### config.mk
export PLATFORM = sky130hd
export DESIGN_NAME = gray_ptr_sync
export DESIGN_NICKNAME = d
export VERILOG_FILES = /design/src/rtl/fifo_cdc_pkg.sv /design/src/rtl/sync_chain.sv /design/src/rtl/gray_ptr_sync.sv
export SDC_FILE = /design/constraint.sdc
export NUM_CORES = 1
export LEC_CHECK = 0
export ABC_CLOCK_PERIOD_IN_PS = 2990
export CAP_MARGIN = 20
export CORE_ASPECT_RATIO = 0.7
export CORE_UTILIZATION = 48
export CTS_CLUSTER_DIAMETER = 200
export DETAILED_ROUTE_END_ITERATION = 12
export GPL_TIMING_DRIVEN = 1
export PLACE_DENSITY_LB_ADDON = 0.25
export SLEW_MARGIN = 40
export SYNTH_ARGS = -nofsm -noshare
export SYNTH_HDL_FRONTEND = slang
export SYNTH_SLANG_ARGS = --single-unit
### constraint.sdc
create_clock -name clk -period 2.99 [get_ports clk]
set_input_delay 0.598 -clock clk [delete_from_list [all_inputs] [get_ports clk]]
set_output_delay 0.598 -clock clk [all_outputs]
set_load 0.01 [all_outputs]
### src/rtl/fifo_cdc_pkg.sv
// Shared helpers for the dual-clock FIFO: Gray/binary conversion and bit counting.
// Functions work on a wide word; callers zero-extend narrower pointers into it.
package fifo_cdc_pkg;

    localparam int ADDR_SIZE_DEF = 4;
    localparam int PTR_W         = ADDR_SIZE_DEF + 1;
    localparam int MAX_W         = 64;

    typedef logic [MAX_W-1:0] word_t;

    // Status snapshot of one pointer synchronizer.
    typedef struct packed {
        logic valid;
        logic changed;
        logic err;
    } sync_status_t;

    // Zero-extended upper bits stay zero, so the full-width prefix XOR is width-generic.
    function automatic word_t gray2bin(input word_t g);
        word_t b;
        b = '0;
        b[MAX_W-1] = g[MAX_W-1];
        for (int i = MAX_W - 2; i >= 0; i--) begin
            b[i] = b[i+1] ^ g[i];
        end
        return b;
    endfunction

    function automatic word_t bin2gray(input word_t b);
        return b ^ (b >> 1);
    endfunction

    function automatic int unsigned popcount(input word_t v);
        int unsigned n;
        n = 0;
        for (int i = 0; i < MAX_W; i++) begin
            n = n + 32'(v[i]);
        end
        return n;
    endfunction

endpackage

### src/rtl/sync_chain.sv
// Generic WIDTH x STAGES synchronizer flop chain with synchronous reset.
// Each bit must only ever change one at a time at the source (Gray code or single-bit control).
module sync_chain #(
    parameter int WIDTH  = 1,
    parameter int STAGES = 2
) (
    input  logic             clk,
    input  logic             rst,
    input  logic [WIDTH-1:0] d,
    output logic [WIDTH-1:0] q
);

    generate
        for (genvar gi = 0; gi < STAGES; gi++) begin : g_stage
            (* ASYNC_REG = "TRUE" *) logic [WIDTH-1:0] q_reg;

            if (gi == 0) begin : g_first
                always_ff @(posedge clk) begin
                    if (rst) begin
                        q_reg <= '0;
                    end else begin
                        q_reg <= d;
                    end
                end
            end else begin : g_next
                always_ff @(posedge clk) begin
                    if (rst) begin
                        q_reg <= '0;
                    end else begin
                        q_reg <= g_stage[gi-1].q_reg;
                    end
                end
            end
        end
    endgenerate

    assign q = g_stage[STAGES-1].q_reg;

endmodule

### src/rtl/gray_ptr_sync.sv
// Gray-coded FIFO pointer synchronizer for the destination domain: sync chain,
// registered binary conversion, change pulse, warm-up qualification and integrity monitor.
module gray_ptr_sync
    import fifo_cdc_pkg::*;
#(
    parameter int ADDR_SIZE = 4,
    parameter int STAGES    = 2,
    parameter int ERR_CNT_W = 8
) (
    input  logic                 clk,
    input  logic                 rst,
    input  logic [ADDR_SIZE:0]   gray_in,
    input  logic                 err_clr,
    output logic [ADDR_SIZE:0]   sync_gray,
    output logic [ADDR_SIZE:0]   sync_bin,
    output logic                 sync_valid,
    output logic                 ptr_changed,
    output logic                 gray_err,
    output logic [ERR_CNT_W-1:0] err_cnt
);

    localparam int W        = ADDR_SIZE + 1;
    localparam int WARM_MAX = STAGES + 1;
    localparam int WARM_W   = $clog2(WARM_MAX + 1);

    localparam logic [WARM_W-1:0]    WARM_END = WARM_W'(WARM_MAX);
    localparam logic [ERR_CNT_W-1:0] CNT_MAX  = '1;

    generate
        if (STAGES < 2 || STAGES > 4) begin : g_bad_stages
            $error("gray_ptr_sync: STAGES must be in 2..4");
        end
        if (W >= MAX_W) begin : g_bad_width
            $error("gray_ptr_sync: ADDR_SIZE too large for package word");
        end
    endgenerate

    logic [W-1:0]         sync_gray_d_reg, sync_gray_d_next;
    logic [W-1:0]         sync_bin_reg, sync_bin_next;
    logic                 ptr_changed_reg, ptr_changed_next;
    logic                 gray_err_reg, gray_err_next;
    logic [ERR_CNT_W-1:0] err_cnt_reg, err_cnt_next;
    logic [WARM_W-1:0]    warm_cnt_reg, warm_cnt_next;

    logic [W-1:0] sync_gray_w;
    word_t        bin_full;
    word_t        diff_full;
    logic         step_bad;
    logic         unused_bin_hi;
    sync_status_t status;

    sync_chain #(
        .WIDTH  (W),
        .STAGES (STAGES)
    ) u_chain (
        .clk (clk),
        .rst (rst),
        .d   (gray_in),
        .q   (sync_gray_w)
    );

    assign status.valid   = (warm_cnt_reg == WARM_END);
    assign status.changed = ptr_changed_reg;
    assign status.err     = gray_err_reg;

    // Converter output is wide; only the pointer bits are meaningful.
    assign unused_bin_hi = ^bin_full[MAX_W-1:W];

    always_comb begin
        sync_gray_d_next = sync_gray_w;
        bin_full         = gray2bin(MAX_W'(sync_gray_w));
        sync_bin_next    = bin_full[W-1:0];
        diff_full        = MAX_W'(sync_gray_w ^ sync_gray_d_reg);

        // Checks stay disabled until the chain has flushed whatever was in flight at reset.
        step_bad         = status.valid && (popcount(diff_full) > 1);
        ptr_changed_next = status.valid && (sync_gray_w != sync_gray_d_reg);

        if (warm_cnt_reg == WARM_END) begin
            warm_cnt_next = warm_cnt_reg;
        end else begin
            warm_cnt_next = warm_cnt_reg + WARM_W'(1);
        end

        gray_err_next = gray_err_reg;
        err_cnt_next  = err_cnt_reg;
        if (step_bad) begin
            // A fresh error in the clearing cycle restarts the count at one.
            gray_err_next = 1'b1;
            if (err_clr) begin
                err_cnt_next = ERR_CNT_W'(1);
            end else if (err_cnt_reg != CNT_MAX) begin
                err_cnt_next = err_cnt_reg + ERR_CNT_W'(1);
            end
        end else if (err_clr) begin
            gray_err_next = 1'b0;
            err_cnt_next  = '0;
        end
    end

    always_ff @(posedge clk) begin
        if (rst) begin
            sync_gray_d_reg <= '0;
            sync_bin_reg    <= '0;
            ptr_changed_reg <= 1'b0;
            gray_err_reg    <= 1'b0;
            err_cnt_reg     <= '0;
            warm_cnt_reg    <= '0;
        end else begin
            sync_gray_d_reg <= sync_gray_d_next;
            sync_bin_reg    <= sync_bin_next;
            ptr_changed_reg <= ptr_changed_next;
            gray_err_reg    <= gray_err_next;
            err_cnt_reg     <= err_cnt_next;
            warm_cnt_reg    <= warm_cnt_next;
        end
    end

    assign sync_gray   = sync_gray_w;
    assign sync_bin    = sync_bin_reg;
    assign sync_valid  = status.valid;
    assign ptr_changed = status.changed;
    assign gray_err    = status.err;
    assign err_cnt     = err_cnt_reg;

endmodule

# Word-level counts from Yosys, hierarchy flattened
# Index checks and enable logic that the tools add are counted.
# word_totals
regBits	32
latchBits	0
ramBits	0
mem_bits_ro	0
input_bits	8
out_inout_bits	21
word_cells	93
mem_count	0
# classes
n_addsub	65
n_mul	0
div_mod_pow	0
n_lt_le_gt_ge	1
eq_ne	3
shift	0
mux	6
bitwise	5
n_reduce_logical	5
# ops
operator	n
32-bit by 1-bit adder with 32-bit output (second input constant)	32
31-bit by 1-bit adder with 32-bit output (second input constant)	1
32-bit by 1-bit > comparator with 1-bit output (second input constant)	1
8-bit 2-to-1 mux	4
30-bit by 1-bit adder with 31-bit output (second input constant)	1
29-bit by 1-bit adder with 30-bit output (second input constant)	1
28-bit by 1-bit adder with 29-bit output (second input constant)	1
27-bit by 1-bit adder with 28-bit output (second input constant)	1
26-bit by 1-bit adder with 27-bit output (second input constant)	1
25-bit by 1-bit adder with 26-bit output (second input constant)	1
24-bit by 1-bit adder with 25-bit output (second input constant)	1
23-bit by 1-bit adder with 24-bit output (second input constant)	1
22-bit by 1-bit adder with 23-bit output (second input constant)	1
21-bit by 1-bit adder with 22-bit output (second input constant)	1
20-bit by 1-bit adder with 21-bit output (second input constant)	1
19-bit by 1-bit adder with 20-bit output (second input constant)	1
18-bit by 1-bit adder with 19-bit output (second input constant)	1
17-bit by 1-bit adder with 18-bit output (second input constant)	1
16-bit by 1-bit adder with 17-bit output (second input constant)	1
15-bit by 1-bit adder with 16-bit output (second input constant)	1
14-bit by 1-bit adder with 15-bit output (second input constant)	1
13-bit by 1-bit adder with 14-bit output (second input constant)	1
12-bit by 1-bit adder with 13-bit output (second input constant)	1
11-bit by 1-bit adder with 12-bit output (second input constant)	1
other kinds (21)	27

# Logic depth before layout (Yosys ltp)
# Gate-level depths: netlist of run 1.
# depth
ltp_word	68
mapped_depth	9
mapped_depth_nobuf	8

# By module
# Synthesis of run 1 repeated with hierarchy kept, for this count alone.
# hier_totals
hier_cells	123
hier_area_um2	1258.7
# modules_own_cells
module	instances	cells_per_inst	area_per_inst_um2	seq_area_each_um2
gray_ptr_sync	1	103	996.0	420.4
sync_chain	1	20	262.8	200.2

# Worst setup path before layout of run 1
# Ideal clock, no wire load.
# synth_path
path_type	register to register
start	register u_chain.g_stage[1].q_reg[0], in the netlist u_chain.q[0]
end	register err_cnt_reg[6], in the netlist err_cnt[6]
setup_ns	0.135
arrival_time_ns	2.193
slack_ns	0.662
stages_incl_launch_ff	10
path_buffers	1
cell_sequence	dfxtp_1 -> xnor2_1 -> fa_1 -> inv_1 -> ha_1 -> nand2_1 -> a2bb2oi_2 -> buf_2 -> o311ai_0 -> o41ai_1
# synth_via
elab_chain_len	68
elab_cells_between_ends	69
cone_classes	63 x add/sub; 1 x order compare; 1 x mux; 1 x bitwise; 3 x reduce/logical
# synth_lines
element	line_no	text
start: declaration	sync_chain.sv:15	(* ASYNC_REG = "TRUE" *) logic [WIDTH-1:0] q_reg;
start signal: assignment	sync_chain.sv:30	q_reg <= g_stage[gi-1].q_reg;
5-bit XOR (*)	gray_ptr_sync.sv:73	diff_full = MAX_W'(sync_gray_w ^ sync_gray_d_reg);
1-bit by 1-bit adder with 2-bit output (*)	fifo_cdc_pkg.sv:37	n = n + 32'(v[i]);
2-bit by 1-bit adder with 3-bit output (*)	fifo_cdc_pkg.sv:37	
3-bit by 1-bit adder with 4-bit output (*)	fifo_cdc_pkg.sv:37	
4-bit by 1-bit adder with 5-bit output (*)	fifo_cdc_pkg.sv:37	
5-bit by 1-bit adder with 6-bit output (*)	fifo_cdc_pkg.sv:37	
6-bit by 1-bit adder with 7-bit output (*)	fifo_cdc_pkg.sv:37	
7-bit by 1-bit adder with 8-bit output (*)	fifo_cdc_pkg.sv:37	
(+21 left out)	-	
29-bit by 1-bit adder with 30-bit output (*)	fifo_cdc_pkg.sv:37	
30-bit by 1-bit adder with 31-bit output (*)	fifo_cdc_pkg.sv:37	
31-bit by 1-bit adder with 32-bit output (*)	fifo_cdc_pkg.sv:37	
32-bit by 1-bit adder with 32-bit output (*) (32 in a row)	fifo_cdc_pkg.sv:37	
32-bit by 1-bit > comparator with 1-bit output (*)	gray_ptr_sync.sv:76	step_bad = status.valid && (popcount(diff_full) > 1);
1-bit logical AND (*)	gray_ptr_sync.sv:76	
2-bit nonzero test (no source line)	-	
2-bit AND reduction (no source line)	-	
end signal: assignment	gray_ptr_sync.sv:114	err_cnt_reg <= err_cnt_next;
end: declaration	gray_ptr_sync.sv:42	logic [ERR_CNT_W-1:0] err_cnt_reg, err_cnt_next;
# Every way passes the cells marked *; elsewhere a longest branch is shown, timed or not.
# A chain may end at the register's enable or synchronous reset.

# Worst setup path in the final report of run 1
# layout_path
start	register u_chain.g_stage[1].q_reg[0], in the netlist u_chain.q[0]
end	register err_cnt_reg[7], in the netlist err_cnt[7]
# The elaborated chain is that of the path after synthesis.

==> metrics.md, run 1 <==
| Metric | Value |
|---|---|
| Worst path required time | 3.20 ns |
| Crit-path cells | xnor2_1 -> fa_1 -> inv_1 -> ha_1 -> nand2_1 -> a2bb2oi_2 -> or4_1 -> a21oi_1 |
| Mapped cell area | 1250 sq um |
| CP max stage delay | 0.55 ns |
| Antenna fix cells | 0 |
| Max Clk Rate | 409 MHz |
| Sw Ratio | 22.4% |
| Period utilisation layout | 81.7% |
| Synth unique cells | 31 |
| Post-CTS setup buffer count | 0 |
| Clk sink count | 31 |
| Max_slew headroom | 62.1% |
| Slowest stage cell, crit path | fa_1 |
| Total power | 898 uW |
| Largest register FFs | 8 |
| Worst Path Buf+Inv | 1 |
| Syn-to-layout area delta | 32.0% |
| Congestion Overflow GR | 0 |
| Boundary pin count | 29 |
| Top FF cell, synth | dfxtp_1 |
| DR WL/cell | 11.9 microns |
| Clk pwr share | 40.0% |
| Hold Buf Count CTS | 0 |
| Number of max-cap violations | 0 |
| Final std cells w/o fill | 188 |
| Drt total wl | 2.24 mm |
| FF/Latch Area | 621 sq um |
| Width of the die | 63.0 microns |
| Total leakage power | 0.000589 uW |
| FF+latch count, synth | 31 |
| PwrDens | 545 nW/um^2 |
| Worst VDD drop | 0.277 mV |
| Crit path kind | register to register |
| CTS tree | yes |
| Status | finished, final reports clean |
| CP Capture Type | register |
| CP startpoint kind | register |
| Power Internal | 697 uW |
| EDFF count, synth | 0 |
| Worst-path maximum fanout | 16 |
| GRT Util Overall | 17.2% |
| First-pass GRT wire length | 3.49 mm |
| Yosys warning count | 0 |
| Met1 Resource Use GR | 22.6% |
| Die area | 2810 sq um |
| Cts repair resizes | 0 |
| DRC | 0 |
| Post-synthesis async set-or-reset flop share | 0% |
| Clock buffer depth | 2 |
| Syn_nets | 136 |
| Comb pwr share | 10.5% |
| # setup viols final | 0 |
| Fin crit period | 2.44 ns |
| DRT iter0 DRCs | 31 |
| Vias in the first global route | 753 |
| CTS HTree Levels | 2 |
| Sequential area share after synthesis | 49.7% |
| CP delay by family, top | adder cells |
| CTS buffer count | 5 |
| Min-delay worst type | register to register |
| Global route hottest layer | met2 |
| Worst-Margin Slew | 0.568 ns |
| Worst clock skew | 0.00626 ns |
| Drt pass-1 iters | 4 |
| Fraction of layout cells with a size suffix above 1 | 6.49% |
| Antenna-violating nets left | 0 |
| Hold Vio Cnt, Final | 0 |
| Initial Util | 50.8% |
| RSZ-0062 raised after global routing | false |
| Multi-input gate area | 589 sq um |
| Die Y | 44.7 microns |
| Final Wtd Congestion | 0.807 |
| Met2 usage | 23.4% |
| CTS root buf | clkbuf_8 |
| Sequential power share | 49.5% |
| Crit path DAT | 2.65 ns |
| Vias per inst | 5.06 |
| Site Rows | 15 |
| Most common cell after layout, fill and taps aside | dfxtp_1 |
| Most frequent cells in the layout | 31 x dfxtp_1, 28 x clkdlybuf4s50_1, 16 x nor2b_1 |
| Via count | 951 |
| Port Buffers | 28 |
| Psw | 202 uW |
| Synth Instances | 123 |
| Placed wire-length estimate | 1.57 mm |
| Clock-pin slew on the worst setup and hold paths | 0.06 ns |
| Clock Latency Late Sink | 0.28 ns |
| Max-slew violations | 0 |
| Met3 Use GR | 5.41% |
| Final net count | 166 |
| Initial antenna violation count | 0 |
| Setup TNS | 0 ns |
| CORE AREA | 2460 sq um |
| Largest net degree at the start of global routing | 24 |
| Fill count | 200 |
| Mean area per synthesized cell | 10.2 sq um |
| Placed insts | 180 |
-- path summary, 6_finish.rpt --
path | end | depth (start not counted) | slack, ns | from
worst min-delay path | u_chain.q[4]$_SDFF_PP0_ | 1 | 0.44 | u_chain.g_stage[0].q_reg[4]$_SDFF_PP0_
worst max register to register | err_cnt[7]$_SDFFE_PP0P_ | 8 | 0.55 | u_chain.q[0]$_SDFF_PP0_
worst max-delay path | err_cnt[7]$_SDFFE_PP0P_ | 8 | 0.55 | u_chain.q[0]$_SDFF_PP0_
worst min register to register | u_chain.q[4]$_SDFF_PP0_ | 1 | 0.44 | u_chain.g_stage[0].q_reg[4]$_SDFF_PP0_
-- cells in the mapped netlist (3+ instances only) --
| cell type | count | share of area [%] |
|---|---|---|
| dfxtp_1 | 31 | 50 |
| nor2b_1 | 16 | 8.0 |
| nor2_1 | 8 | 2.4 |
| nand2_1 | 7 | 2.1 |
| a21oi_1 | 6 | 2.4 |
| xnor2_1 | 6 | 4.2 |
| ha_1 | 4 | 4.0 |
| o31ai_1 | 4 | 2.4 |
| clkbuf_1 | 3 | 0.90 |
| nand2b_1 | 3 | 1.5 |
| nand3_1 | 3 | 1.2 |
| o21ai_0 | 3 | 1.2 |
| or3_1 | 3 | 1.5 |
| or4_1 | 3 | 1.8 |
| xor2_1 | 3 | 2.1 |
-- worst register-to-register path, cell delays in order, from the launching register on --
cell	delay [ns]
dfxtp_1	0.38
xnor2_1	0.15
fa_1	0.55
inv_1	0.04
ha_1	0.26
nand2_1	0.06
a2bb2oi_2	0.23
or4_1	0.54
a21oi_1	0.16
-- per-stage QoR --
| stage | hold WS [ns] | setup slack (ns) | instance area, sq um | util, % |
|---|---|---|---|---|
| after floorplan | 0.414 | 0.662 | 1250 | - |
| after global placement | 0.418 | 0.651 | 1550 | 63.0 |
| after detailed placement | 0.423 | 0.559 | 1550 | 63.0 |
| after CTS | 0.440 | 0.546 | 1650 | 67.0 |
| after global routing | 0.451 | 0.393 | 1650 | 67.0 |
| final | 0.437 | 0.548 | 1650 | 67.0 |
-- layout make-up --
class                           instances  area share [%]
Clock buffer                            8            6.07
Timing Repair Buffer                   29            17.5
Sequential cell                        31            37.7
Multi-Input combinational cell         84            35.8
Inverter                                2           0.456
Tap cell                               34            2.58
-- power groups by stage --
| stage | Combinational, uW | Sequential [uW] | Clock (uW) |
|---|---|---|---|
| final | 94.6 | 444 | 359 |
| after global routing | 105 | 447 | 382 |
| after CTS | 96.1 | 444 | 367 |
| after detailed placement | 95.3 | 454 | 0 |
| after global placement | 92.8 | 452 | 0 |
| after floorplan | 54.5 | 456 | 0 |
-- kinds of logic (layout without fill, tap and decap cells) --
family / count (synthesis) / after routing / synth area share [%]
AND/OR/NAND/NOR: 49 / 49 / 21.9
flip-flops: 31 / 31 / 49.7
AO/OA/AOI/OAI: 18 / 18 / 9.92
XOR/XNOR: 10 / 10 / 8.12
buffers and inverters: 8 / 39 / 3.11
adder cells (fa/ha/maj): 5 / 5 / 5.61
multiplexers: 2 / 2 / 1.60
-- layer usage --
| layer | share of wire, % | wire length (microns) |
|---|---|---|
| met1 | 50 | 1110 |
| met2 | 43 | 966 |
| met3 | 4.8 | 107 |
| met4 | 2.4 | 54 |
| met5 | 0 | 0 |
(Power assumes the default switching activity.)
==> run 2, diff against run 1 <==
--- a/config.mk
+++ b/config.mk
@@ -5,7 +5,7 @@
 export SDC_FILE = /design/constraint.sdc
 export NUM_CORES = 1
 export LEC_CHECK = 0
-export ABC_CLOCK_PERIOD_IN_PS = 2990
+export ABC_CLOCK_PERIOD_IN_PS = 2400
 export CAP_MARGIN = 20
 export CORE_ASPECT_RATIO = 0.7
 export CORE_UTILIZATION = 48
==> constraint.sdc (replaced) <==
create_clock -name clk -period 2.4 [get_ports clk]
set_input_delay 0.48 -clock clk [delete_from_list [all_inputs] [get_ports clk]]
set_output_delay 0.48 -clock clk [all_outputs]
set_load 0.01 [all_outputs]
==> run 2 against run 1 <==
  * Critical path depth grew 1
  * Largest power group unchanged
  * Sequential share of layout area shrank 2.6 points
  * Non-clock buffer count grew 7
==> metrics.md, run 2 (synthesis gave the netlist of run 1 again) <==
| Metric | Value |
|---|---|
| Total power | 1150 uW |
| Min-delay worst type | register to register |
| Period utilisation layout | 99.3% |
| Largest net degree at the start of global routing | 24 |
| Via count | 1,032 |
| Drt pass-1 iters | 4 |
| Final net count | 174 |
| Syn-to-layout area delta | 42.9% |
| Boundary pin count | 29 |
| Congestion Overflow GR | 0 |
| CORE AREA | 2460 sq um |
| Placed wire-length estimate | 1.72 mm |
| Site Rows | 15 |
| Vias in the first global route | 855 |
| Placed cell area | 1580 sq um |
| FF/Latch Area | 626 sq um |
| DR WL/cell | 13.9 microns |
| Worst VDD drop | 0.378 mV |
| Fill count | 176 |
| Max-slew violations | 0 |
| Clock buffer depth | 2 |
| Sw Ratio | 23.2% |
| Worst clock skew | 0.00668 ns |
| Clk pwr share | 39.0% |
| Crit path DAT | 2.60 ns |
| # setup viols final | 0 |
| Clock Latency Late Sink | 0.28 ns |
| Status | finished, final reports clean |
| Drt total wl | 2.73 mm |
| Die Y | 44.7 microns |
| GRT Util Overall | 19.3% |
| RSZ-0062 raised after global routing | true |
| Vias per inst | 5.27 |
| Die area | 2810 sq um |
| Antenna fix cells | 0 |
| First-pass GRT wire length | 3.87 mm |
| Multi-input gate area | 664 sq um |
| Final Wtd Congestion | 0.813 |
| Antenna-violating nets left | 0 |
| Setup TNS | 0 ns |
| Max_slew headroom | 62.4% |
| CP startpoint kind | register |
| CTS buffer count | 5 |
| Clk sink count | 31 |
| Initial antenna violation count | 0 |
| Max Clk Rate | 420 MHz |
| Worst-Margin Slew | 0.560 ns |
| CTS root buf | clkbuf_8 |
| Most common cell after layout, fill and taps aside | clkdlybuf4s50_1 |
| Psw | 267 uW |
| Width of the die | 63.0 microns |
| CTS HTree Levels | 2 |
| Power Internal | 883 uW |
| Clock-pin slew on the worst setup and hold paths | 0.07 ns |
| Initial Util | 50.8% |
| Port Buffers | 28 |
| Worst-path maximum fanout | 6 |
| Largest register FFs | 8 |
| Hold Vio Cnt, Final | 0 |
| Reg2reg start | u_chain.q[3]$_SDFF_PP0_ |
| DRC | 0 |
| Most frequent cells in the layout | 28 x clkdlybuf4s50_1, 27 x dfxtp_1, 16 x nor2b_1 |
| Number of max-cap violations | 0 |
| Worst path required time | 2.61 ns |
| Sequential power share | 48.1% |
| DRT iter0 DRCs | 39 |
| PwrDens | 645 nW/um^2 |
| Crit path kind | register to register |
| Start point of the critical path | u_chain.q[3]$_SDFF_PP0_ |
| Comb pwr share | 13.0% |
| Fraction of layout cells with a size suffix above 1 | 19.1% |
| Fin crit period | 2.38 ns |
| CP Capture Type | register |
| Post-route cell area | 1780 sq um |
| Total leakage power | 0.000641 uW |
| Min-Delay Startpoint | u_chain.g_stage[0].q_reg[4]$_SDFF_PP0_ |
| CTS tree | yes |
==> run 2: changes by cell type in the layout (fill, tap and decap cells not counted), sizes merged <==
| cell | change |
|---|---|
| buf | +7 |
| a2bb2oi | +1 |
==> run 2: worst paths after layout <==
path         depth (start not counted)                      end  slack, ns
max                                  9  err_cnt[0]$_SDFFE_PP0P_       0.02
min                                  1  u_chain.q[4]$_SDFF_PP0_       0.44
max reg2reg                          9  err_cnt[0]$_SDFFE_PP0P_       0.02
min reg2reg                          1  u_chain.q[4]$_SDFF_PP0_       0.44
==> run 2: metal layers <==
metal / GRT usage [%] / vias to the layer above / share of wire, %
met5: 0 / - / 0
met4: 12.6 / 0 / 2.2
met1: 23.1 / 477 / 44
met2: 30.5 / 45 / 45
met3: 6.19 / 7 / 8.1
li1: - / 503 / -
==> run 2: power by group through the flow <==
stage / registers, uW / clock network [uW] / logic [uW]
6_report: 553 / 448 / 149
3_3_place_gp: 562 / 0 / 121
3_5_place_dp: 564 / 0 / 127
2_1_floorplan: 568 / 0 / 67.9
5_1_grt: 556 / 476 / 162
4_1_cts: 552 / 451 / 132
==> run 2: through the flow <==
stage	setup slack (ns)	hold WS (ns)	utilization, %	std cells
6_report	0.0170	0.436	72.6	196
5_1_grt	-0.0602	0.452	72.6	196
4_1_cts	0.00164	0.435	69.0	193
3_5_place_dp	0.0175	0.420	64.2	184
3_3_place_gp	0.106	0.419	64.2	184
2_1_floorplan	0.0721	0.414	-	123
==> run 2: layout make-up <==
type | instances | share of cell area (%)
Sequential cell | 31 | 35.1
Timing Repair Buffer | 36 | 19.3
Clock buffer | 8 | 5.61
Multi-Input combinational cell | 85 | 37.2
Inverter | 2 | 0.421
Tap cell | 34 | 2.38
==> run 2: what timing repair did <==
action | 4_1_cts | 5_1_grt
hold buffers | 0 | 0
pin swaps | 0 | 7
resized for setup | 1 | 14
gates cloned | 0 | 1
setup buffers | 1 | 2
setup endpoints to repair | 1 | 5
==> run 2: worst max-delay path: stages, from the launching register on <==
cell,delay (ns)
dfxtp_2,0.34
xnor2_2,0.15
fa_1,0.55
inv_1,0.07
ha_4,0.26
nand2_2,0.08
a2bb2oi_4,0.20
buf_6,0.15
or3_1,0.39
a21oi_2,0.13
==> run 3, diff against run 2 <==
--- a/config.mk
+++ b/config.mk
@@ -11,7 +11,7 @@
 export CORE_UTILIZATION = 48
 export CTS_CLUSTER_DIAMETER = 200
 export DETAILED_ROUTE_END_ITERATION = 12
-export GPL_TIMING_DRIVEN = 1
+export GPL_TIMING_DRIVEN = 0
 export PLACE_DENSITY_LB_ADDON = 0.25
 export SLEW_MARGIN = 40
 export SYNTH_ARGS = -nofsm -noshare
==> run 3 against run 2 <==
  * Setup slack better by 0.043 ns
  * Non-clock buffer count down 2
  * Largest power group unchanged
  * Global-route usage down 0.88 points
  * Critical path depth unchanged
  * Combinational power down 13%
  * Sequential power about the same
  * Via count down 1.8%
==> metrics.md, run 3 (synthesis gave the netlist of run 1 again) <==
| Metric | Value |
|---|---|
| CTS root buf | clkbuf_8 |
| Boundary pin count | 29 |
| Placed cell area | 1560 sq um |
| DRC | 0 |
| Clk sink count | 31 |
| Worst VDD drop | 0.317 mV |
| Max Clk Rate | 427 MHz |
| Port Buffers | 27 |
| First-pass GRT wire length | 3.73 mm |
| Worst R2R End | err_cnt[7]$_SDFFE_PP0P_ |
| Congestion Overflow GR | 0 |
| Fin crit period | 2.34 ns |
| Width of the die | 63.0 microns |
| Status | finished, final reports clean |
| Largest register FFs | 8 |
| R2R depth | 9 |
| Fill count | 172 |
| CTS HTree Levels | 2 |
| Period utilisation layout | 97.5% |
| Hold slack | 0.439 ns |
| Initial Util | 50.8% |
| Drt pass-1 iters | 4 |
| Hold Path Sink | u_chain.q[3]$_SDFF_PP0_ |
| Slowest stage cell, crit path | fa_1 |
| DRT iter0 DRCs | 16 |
| Crit path kind | register to register |
| Site Rows | 15 |
| CTS buffer count | 5 |
| Vias in the first global route | 826 |
| Syn-to-layout area delta | 39.7% |
| Reg2reg start | u_chain.q[0]$_SDFF_PP0_ |
| CTS tree | yes |
| Crit-path cells | xnor2_2 -> fa_1 -> inv_1 -> ha_1 -> nand2_1 -> a2bb2oi_4 -> buf_6 -> o31ai_1 -> a21oi_2 |
| Antenna-violating nets left | 0 |
| Number of max-cap violations | 0 |
| Max-slew violations | 0 |
| Crit path DAT | 2.52 ns |
| Worst path required time | 2.57 ns |
| Final Wtd Congestion | 0.781 |
| Worst clock skew | 0.00829 ns |
| Hold depth | 1 |
| Total power | 1090 uW |
| Clock buffer depth | 2 |
| CP max stage delay | 0.54 ns |
| Min-delay worst type | register to register |
| CP delay by family, top | adder cells |
| Max_slew headroom | 51.5% |
| CP startpoint kind | register |
| # setup viols final | 0 |
| Min-Delay Startpoint | u_chain.g_stage[0].q_reg[3]$_SDFF_PP0_ |
| Initial antenna violation count | 0 |
| Post-route cell area | 1740 sq um |
| Via count | 1,013 |
| Die area | 2810 sq um |
| Drt total wl | 2.49 mm |
| FF-to-FF setup slack | 0.06 ns |
| Setup TNS | 0 ns |
| Most common cell after layout, fill and taps aside | dfxtp_1 |
| Largest net degree at the start of global routing | 12 |
| Clock Latency Late Sink | 0.29 ns |
| Clock-pin slew on the worst setup and hold paths | 0.07 ns |
| Final net count | 171 |
| CORE AREA | 2460 sq um |
| Worst-Margin Slew | 0.721 ns |
| Antenna fix cells | 0 |
| PwrDens | 624 nW/um^2 |
| Total leakage power | 0.000617 uW |
| Placed wire-length estimate | 1.65 mm |
| Worst-path maximum fanout | 10 |
| Vias per inst | 5.25 |
| Worst Path Buf+Inv | 2 |
| CP Capture Type | register |
| Most frequent cells in the layout | 28 x dfxtp_1, 27 x clkdlybuf4s50_1, 16 x nor2b_1 |
| GRT Util Overall | 18.4% |
| DR WL/cell | 12.9 microns |
| Die Y | 44.7 microns |
| Hold Vio Cnt, Final | 0 |
| Fraction of layout cells with a size suffix above 1 | 17.0% |
run 3: stage by stage:
step	std cells	util (%)	setup WS [ns]
4_1_cts	192	67.2	0.00972
3_3_place_gp	184	63.5	0.00422
6_report	193	70.9	0.0595
3_5_place_dp	184	63.5	-0.0881
2_1_floorplan	123	-	0.0721
5_1_grt	193	70.9	-0.0190
run 3: power by group:
part	switching [uW]	leakage (uW)	internal, uW	total [uW]
Sequential	14.5	0.000255	539	554
Combinational	58.0	0.000321	71.3	129
Clock	204	0.0000402	201	406
Total	277	0.000617	812	1090
run 3: layer usage:
layer / routed length [microns] / global-route usage (%) / up-vias / share of wire [%]
li1: - / - / 493 / -
met1: 1170 / 23.4 / 475 / 47
met2: 1100 / 26.2 / 38 / 44
met3: 159 / 6.19 / 7 / 6.4
met4: 59 / 14.0 / 0 / 2.4
met5: 0 / 0 / - / 0
run 3: worst max-delay path by stage:
stage | depth (start not counted) | slack (ns) | startpoint | to
after floorplan | 9 | 0.07 | u_chain.q[0]$_SDFF_PP0_ | err_cnt[6]$_SDFFE_PP0P_
after global placement | 9 | 0.004 | u_chain.q[0]$_SDFF_PP0_ | err_cnt[6]$_SDFFE_PP0P_
after detailed placement | 9 | -0.09 | u_chain.q[0]$_SDFF_PP0_ | err_cnt[6]$_SDFFE_PP0P_
after CTS | 9 | 0.01 | u_chain.q[3]$_SDFF_PP0_ | err_cnt[6]$_SDFFE_PP0P_
after global routing | 9 | -0.02 | u_chain.q[0]$_SDFF_PP0_ | err_cnt[7]$_SDFFE_PP0P_
final | 9 | 0.06 | u_chain.q[0]$_SDFF_PP0_ | err_cnt[7]$_SDFFE_PP0P_
run 3: worst reg2reg max path: cells and delay by family (launching register included):
kind	cells	cell delay, ns
compound gates	3	0.61
buf+inv	2	0.21
xor+xnor	1	0.16
flops	1	0.37
fa+ha+maj	2	0.80
simple gates	1	0.08
run 3: final cells by class:
class / instances / area [sq um] / area share, %
Inverter: 2 / 7.51 / 0.430
Tap cell: 34 / 42.5 / 2.44
Buffer: 6 / 37.5 / 2.15
Sequential cell: 31 / 627 / 35.9
Clock buffer: 5 / 68.8 / 3.95
Clock inverter: 3 / 20.0 / 1.15
Multi-Input combinational cell: 84 / 663 / 38.0
Timing Repair Buffer: 28 / 278 / 15.9
run 3: timing repair:
| item | CTS | global route |
|---|---|---|
| setup buffers | 0 | 1 |
| resized for setup | 2 | 18 |
| hold buffers | 0 | 0 |
| pin swaps | 0 | 5 |
| endpoints found under the setup margin | 3 | 6 |
==> patch 1: new RTL, settings of run 2 <==
Add an input register stage for `gray_in` and `err_clr`, cleared by the reset; this delays them by one clock.
--- a/src/rtl/gray_ptr_sync.sv
+++ b/src/rtl/gray_ptr_sync.sv
@@ -25,6 +25,19 @@
 
     localparam logic [WARM_W-1:0]    WARM_END = WARM_W'(WARM_MAX);
     localparam logic [ERR_CNT_W-1:0] CNT_MAX  = '1;
+
+    logic [ADDR_SIZE:0] gray_q;
+    logic err_clr_q;
+
+    always_ff @(posedge clk) begin
+        if (rst) begin
+            gray_q    <= '0;
+            err_clr_q <= '0;
+        end else begin
+            gray_q    <= gray_in;
+            err_clr_q <= err_clr;
+        end
+    end
 
     generate
         if (STAGES < 2 || STAGES > 4) begin : g_bad_stages
@@ -55,7 +68,7 @@
     ) u_chain (
         .clk (clk),
         .rst (rst),
-        .d   (gray_in),
+        .d   (gray_q),
         .q   (sync_gray_w)
     );
 
@@ -87,12 +100,12 @@
         if (step_bad) begin
             // A fresh error in the clearing cycle restarts the count at one.
             gray_err_next = 1'b1;
-            if (err_clr) begin
+            if (err_clr_q) begin
                 err_cnt_next = ERR_CNT_W'(1);
             end else if (err_cnt_reg != CNT_MAX) begin
                 err_cnt_next = err_cnt_reg + ERR_CNT_W'(1);
             end
-        end else if (err_clr) begin
+        end else if (err_clr_q) begin
             gray_err_next = 1'b0;
             err_cnt_next  = '0;
         end
Function: changed (Yosys sat finds a counterexample within 4 cycles, from zero or initial values and one cycle with rst high).
==> patch 1 against run 2 <==
Area after synthesis increased by 14%. Synthesized cell count increased by 13%. Clock power increased by 6.7%. Routed wire length increased by 4.0%. Largest cell class is now sequential cells. Largest power group unchanged. Clock skew decreased by 0.0029 ns. Setup slack improved by 0.050 ns. Total power increased by 7.7%. Final area increased by 6.7%. Sequential cell count increased by 6.
==> patch 1: results (changes against run 2) <==
- Max-Slew Margin vs Limit: 68.9% (+6.5 points)
- Number of cell instances on the worst register-to-register path: 8 (-1)
- Register-to-register path setup slack: 0.07 ns (+0.05 ns)
- Total global routing track utilization: 19.2% (-0.11 points)
- Detailed route wirelength on metal2: 1.30 mm (+5.5%)
- M1 WL: 1.33 mm (+9.9%)
- Mean Syn Cell Area: 10.3 sq um (+1.2%)
- Iteration count of the initial detailed-routing pass: 4 (unchanged)
- Post-layout nets: 186 (+6.9%)
- Post-Syn Nets: 152 (+12%)
- Area contributors post-synth: sky130_fd_sc_hd__dfxtp_1 52%, sky130_fd_sc_hd__nor2b_1 9.6%, sky130_fd_sc_hd__xnor2_1 3.7%
- Peak supply drop: 0.448 mV (+18%)
- Worst R2R End: err_cnt[4]
- Layout fillers: 224 (+27%)
- Placed instance count: 202 (+9.8%)
- Worst Path Max Fanout: 8 (+2)
- Via count: 1076 (+4.3%)
- Multi-input logic area: 682 sq um (+2.6%)
- Arrival time reported for the critical path endpoint: 2.56 ns (-0.04 ns)
- Final weighted congestion in routability-driven placement: 0.773 (-4.9%)
- Post-DP Area: 1750 sq um (+11%)
- Wire per inst: 13.5 um (-3.0%)
- Yosys cell types: 33 (+6.5%)
- Min-Delay Endpoint: u_chain.g_stage[0].q_reg[3]
- Setup clock skew after layout: 0.00380 ns (-0.00288 ns)
- Sum of net half-perimeters after detailed placement: 1.86 mm (+7.7%)
- Worst-skew pair later-pin latency: 0.29 ns
- Global-route wire length before repair: 4.25 mm (+9.8%)
- Commonest cells in the synthesized netlist: 37 x sky130_fd_sc_hd__dfxtp_1, 22 x sky130_fd_sc_hd__nor2b_1, 9 x sky130_fd_sc_hd__nor2_1
- Number of global-route vias before repair: 910 (+6.4%)
- Final hold slack: 0.436 ns (+0.000722 ns)
- Hold Crit Start: gray_q[3]
- Count of buffers from port buffering: 28 (unchanged)
- Pin count of the biggest net entering global routing: 25 (+4.2%)
- Fraction of layout instances using a drive strength above 1: 14.9% (-4.2 points)
- Met3 wire len: 165 um (-25%)
- Worst slack after detailed placement: 0.0397 ns (+0.0222 ns)
- Portion of the post-synthesis area used by sequential elements: 51.9% (+2.2 points)
- Final cell count without fillers: 210 (+7.1%)
- Fraction of registers with async set or reset after synthesis: 0% (unchanged)
- Static leakage: 0.694 nW (+8.2%)
- Worst Setup EP: err_cnt[4]
- Crit Reg-Reg Startpoint: u_chain.q[1]
- Count of routing violations after the opening detailed-route iteration: 52 (+33%)
- Outcome: finished, final reports clean
## patch 1: routing by layer
metal,track usage [%],vias up
met2,27.2,33
li1,-,538
met5,0,-
met1,26.1,500
met4,10.2,0
met3,6.43,5
## patch 1: area by class of cell
cell class	count	share of cell area, %
Sequential cell	37	39.2
Multi-Input combinational cell	93	35.8
Timing Repair Buffer	33	16.7
Clock buffer	7	5.06
Tap cell	36	2.37
Inverter	3	0.592
Clock inverter	1	0.263
## patch 1: repair_timing
action / in CTS / in global routing
resized for setup: 0 / 12
setup buffers: 0 / 0
setup endpoints to repair: 0 / 5
## patch 1: worst register-to-register path, cell delays in order, from the launching register on
cell,delay (ns)
sky130_fd_sc_hd__dfxtp_2,0.34
sky130_fd_sc_hd__xnor2_2,0.16
sky130_fd_sc_hd__fa_1,0.56
sky130_fd_sc_hd__inv_1,0.05
sky130_fd_sc_hd__ha_1,0.28
sky130_fd_sc_hd__nand2_2,0.08
sky130_fd_sc_hd__a2bb2oi_4,0.20
sky130_fd_sc_hd__or4_4,0.50
sky130_fd_sc_hd__a21oi_2,0.12
## patch 1: kinds of logic (layout without fill, tap and decap cells)
group           after synthesis  after routing  synth area share, %
simple gates                 57             57                 21.9
flops                        37             37                 51.9
compound gates               18             18                 8.68
xor+xnor                     10             10                 7.10
buf+inv                       9             44                 3.42
fa+ha+maj                     5              5                 4.91
mux                           3              3                 2.10
## patch 1: power by group
part           switching, mW  internal, mW  leakage [nW]
Sequential            0.0118         0.639         0.304
Combinational         0.0504        0.0601         0.336
Clock                  0.219         0.260        0.0542
Total                  0.281         0.958         0.694
==> patch 2: new RTL, config.mk and constraints of run 2 <==
Without the edit above. `ADDR_SIZE`: 4 -> 8.
--- a/src/rtl/gray_ptr_sync.sv
+++ b/src/rtl/gray_ptr_sync.sv
@@ -3,7 +3,7 @@
 module gray_ptr_sync
     import fifo_cdc_pkg::*;
 #(
-    parameter int ADDR_SIZE = 4,
+    parameter int ADDR_SIZE = 8,
     parameter int STAGES    = 2,
     parameter int ERR_CNT_W = 8
 ) (
Ports: changed (resized gray_in, sync_bin and sync_gray); port bits go from 29 to 41. No check against the original RTL was run, so the function may have changed too.
==> patch 2 against run 2 <==
The flow now finishes with violations (negative setup slack). Final area is 52% higher. Area after synthesis is 56% higher. Global-route usage is 1.6 points higher. Total power is 48% higher. Routed wire length is 60% higher. Critical path depth is 5 higher. Synthesized cell count is 50% higher. Clock power is 7.6% higher. Sequential power is 53% higher. Setup slack worse by 1.5 ns. Core utilization is 0.67 points higher. Sequential share of layout area hardly changed. Sequential cell count is 16 higher. Clock skew is 0.0067 ns higher. Critical endpoint unchanged.
==> patch 2: results (changes against run 2) <==
- Outcome: complete, but fails checks
- Violations in the final reports: negative setup slack
- Finish-stage setup viols: 9 (+9)
- Met3 wire len: 248 um (+13%)
- Met1 Resource Use GR: 26.3% (+3.2 points)
- Placed instance count: 282 (+53%)
- Count of routing violations after the opening detailed-route iteration: 65 (+67%)
- Portion of the post-synthesis area used by sequential elements: 48.4% (-1.3 points)
- Yosys cell types: 35 (+13%)
- Routed wire length: 4.38 mm (+60%)
- Post-layout nets: 265 (+52%)
- Global-route wire length before repair: 6.70 mm (+73%)
- Layout clock area frac: 3.38% (-2.2 points)
- Total negative setup slack: -12.78 ns (-12.78 ns)
- Arrival time reported for the critical path endpoint: 4.15 ns (+1.55 ns)
- Reg power frac: 49.6% (+1.5 points)
- Worst Path Max Fanout: 8 (+2)
- Count of buffers from port buffering: 40 (+43%)
- Peak supply drop: 0.364 mV (-3.7%)
- Fraction of layout instances using a drive strength above 1: 22.5% (+3.4 points)
- Number of clock buffers in the layout: 5 (-3)
- Layout fillers: 279 (+59%)
- Wire per inst: 14.9 um (+7.0%)
- Sequential cell count of the final layout: 47 (+52%)
- Non-clock buffer share: 19.8% (+0.51 points)
- Final weighted congestion in routability-driven placement: 0.761 (-6.4%)
- Clock share of power: 28.2% (-11 points)
- Internal power: 1.23 mW (+39%)
- Design area: 2710 sq um (+52%)
- Share of synthesized area spent on multiplexers: 1.54% (-0.059 points)
- Setup clock skew after layout: 0.0134 ns (+0.00670 ns)
- Area contributors post-synth: sky130_fd_sc_hd__dfxtp_1 48%, sky130_fd_sc_hd__nor2b_1 9.3%, sky130_fd_sc_hd__fa_1 5.1%
- Count of multi-input gates: 121 (+42%)
- Post-CTS Resized: 6 (+5)
- Fin worst setup slack: -1.50 ns (-1.52 ns)
- Commonest cells in the synthesized netlist: 47 x sky130_fd_sc_hd__dfxtp_1, 29 x sky130_fd_sc_hd__nor2b_1, 19 x sky130_fd_sc_hd__nor2_1
- Detailed route wirelength on metal2: 2.11 mm (+70%)
- Post-Syn Nets: 207 (+52%)
- Number of inverters outside the clock class in the layout: 10 (+8)
==> patch 2: changes by cell type after synthesis, sizes merged, moves of 7 or more <==
cell / change
nor2b: +13
dfxtp: +16
inv: +8
xor2: +7
nor2: +11
==> patch 2: metrics by stage <==
stage / utilization [%] / hold slack [ns]
after floorplan: - / 0.412
after global placement: 68.5 / 0.418
after detailed placement: 68.5 / 0.420
after CTS: 72.1 / 0.443
after global routing: 73.2 / 0.455
final: 73.2 / 0.442
==> patch 2: worst paths after layout <==
| path | from | end | slack (ns) | cells past startpoint |
|---|---|---|---|---|
| worst max register to register | u_chain.q[3] | err_cnt[0] | -1.50 | 14 |
| worst max-delay path | u_chain.q[3] | err_cnt[0] | -1.50 | 14 |
| worst min-delay path | u_chain.g_stage[0].q_reg[6] | u_chain.q[6] | 0.44 | 1 |
| worst min register to register | u_chain.g_stage[0].q_reg[6] | u_chain.q[6] | 0.44 | 1 |
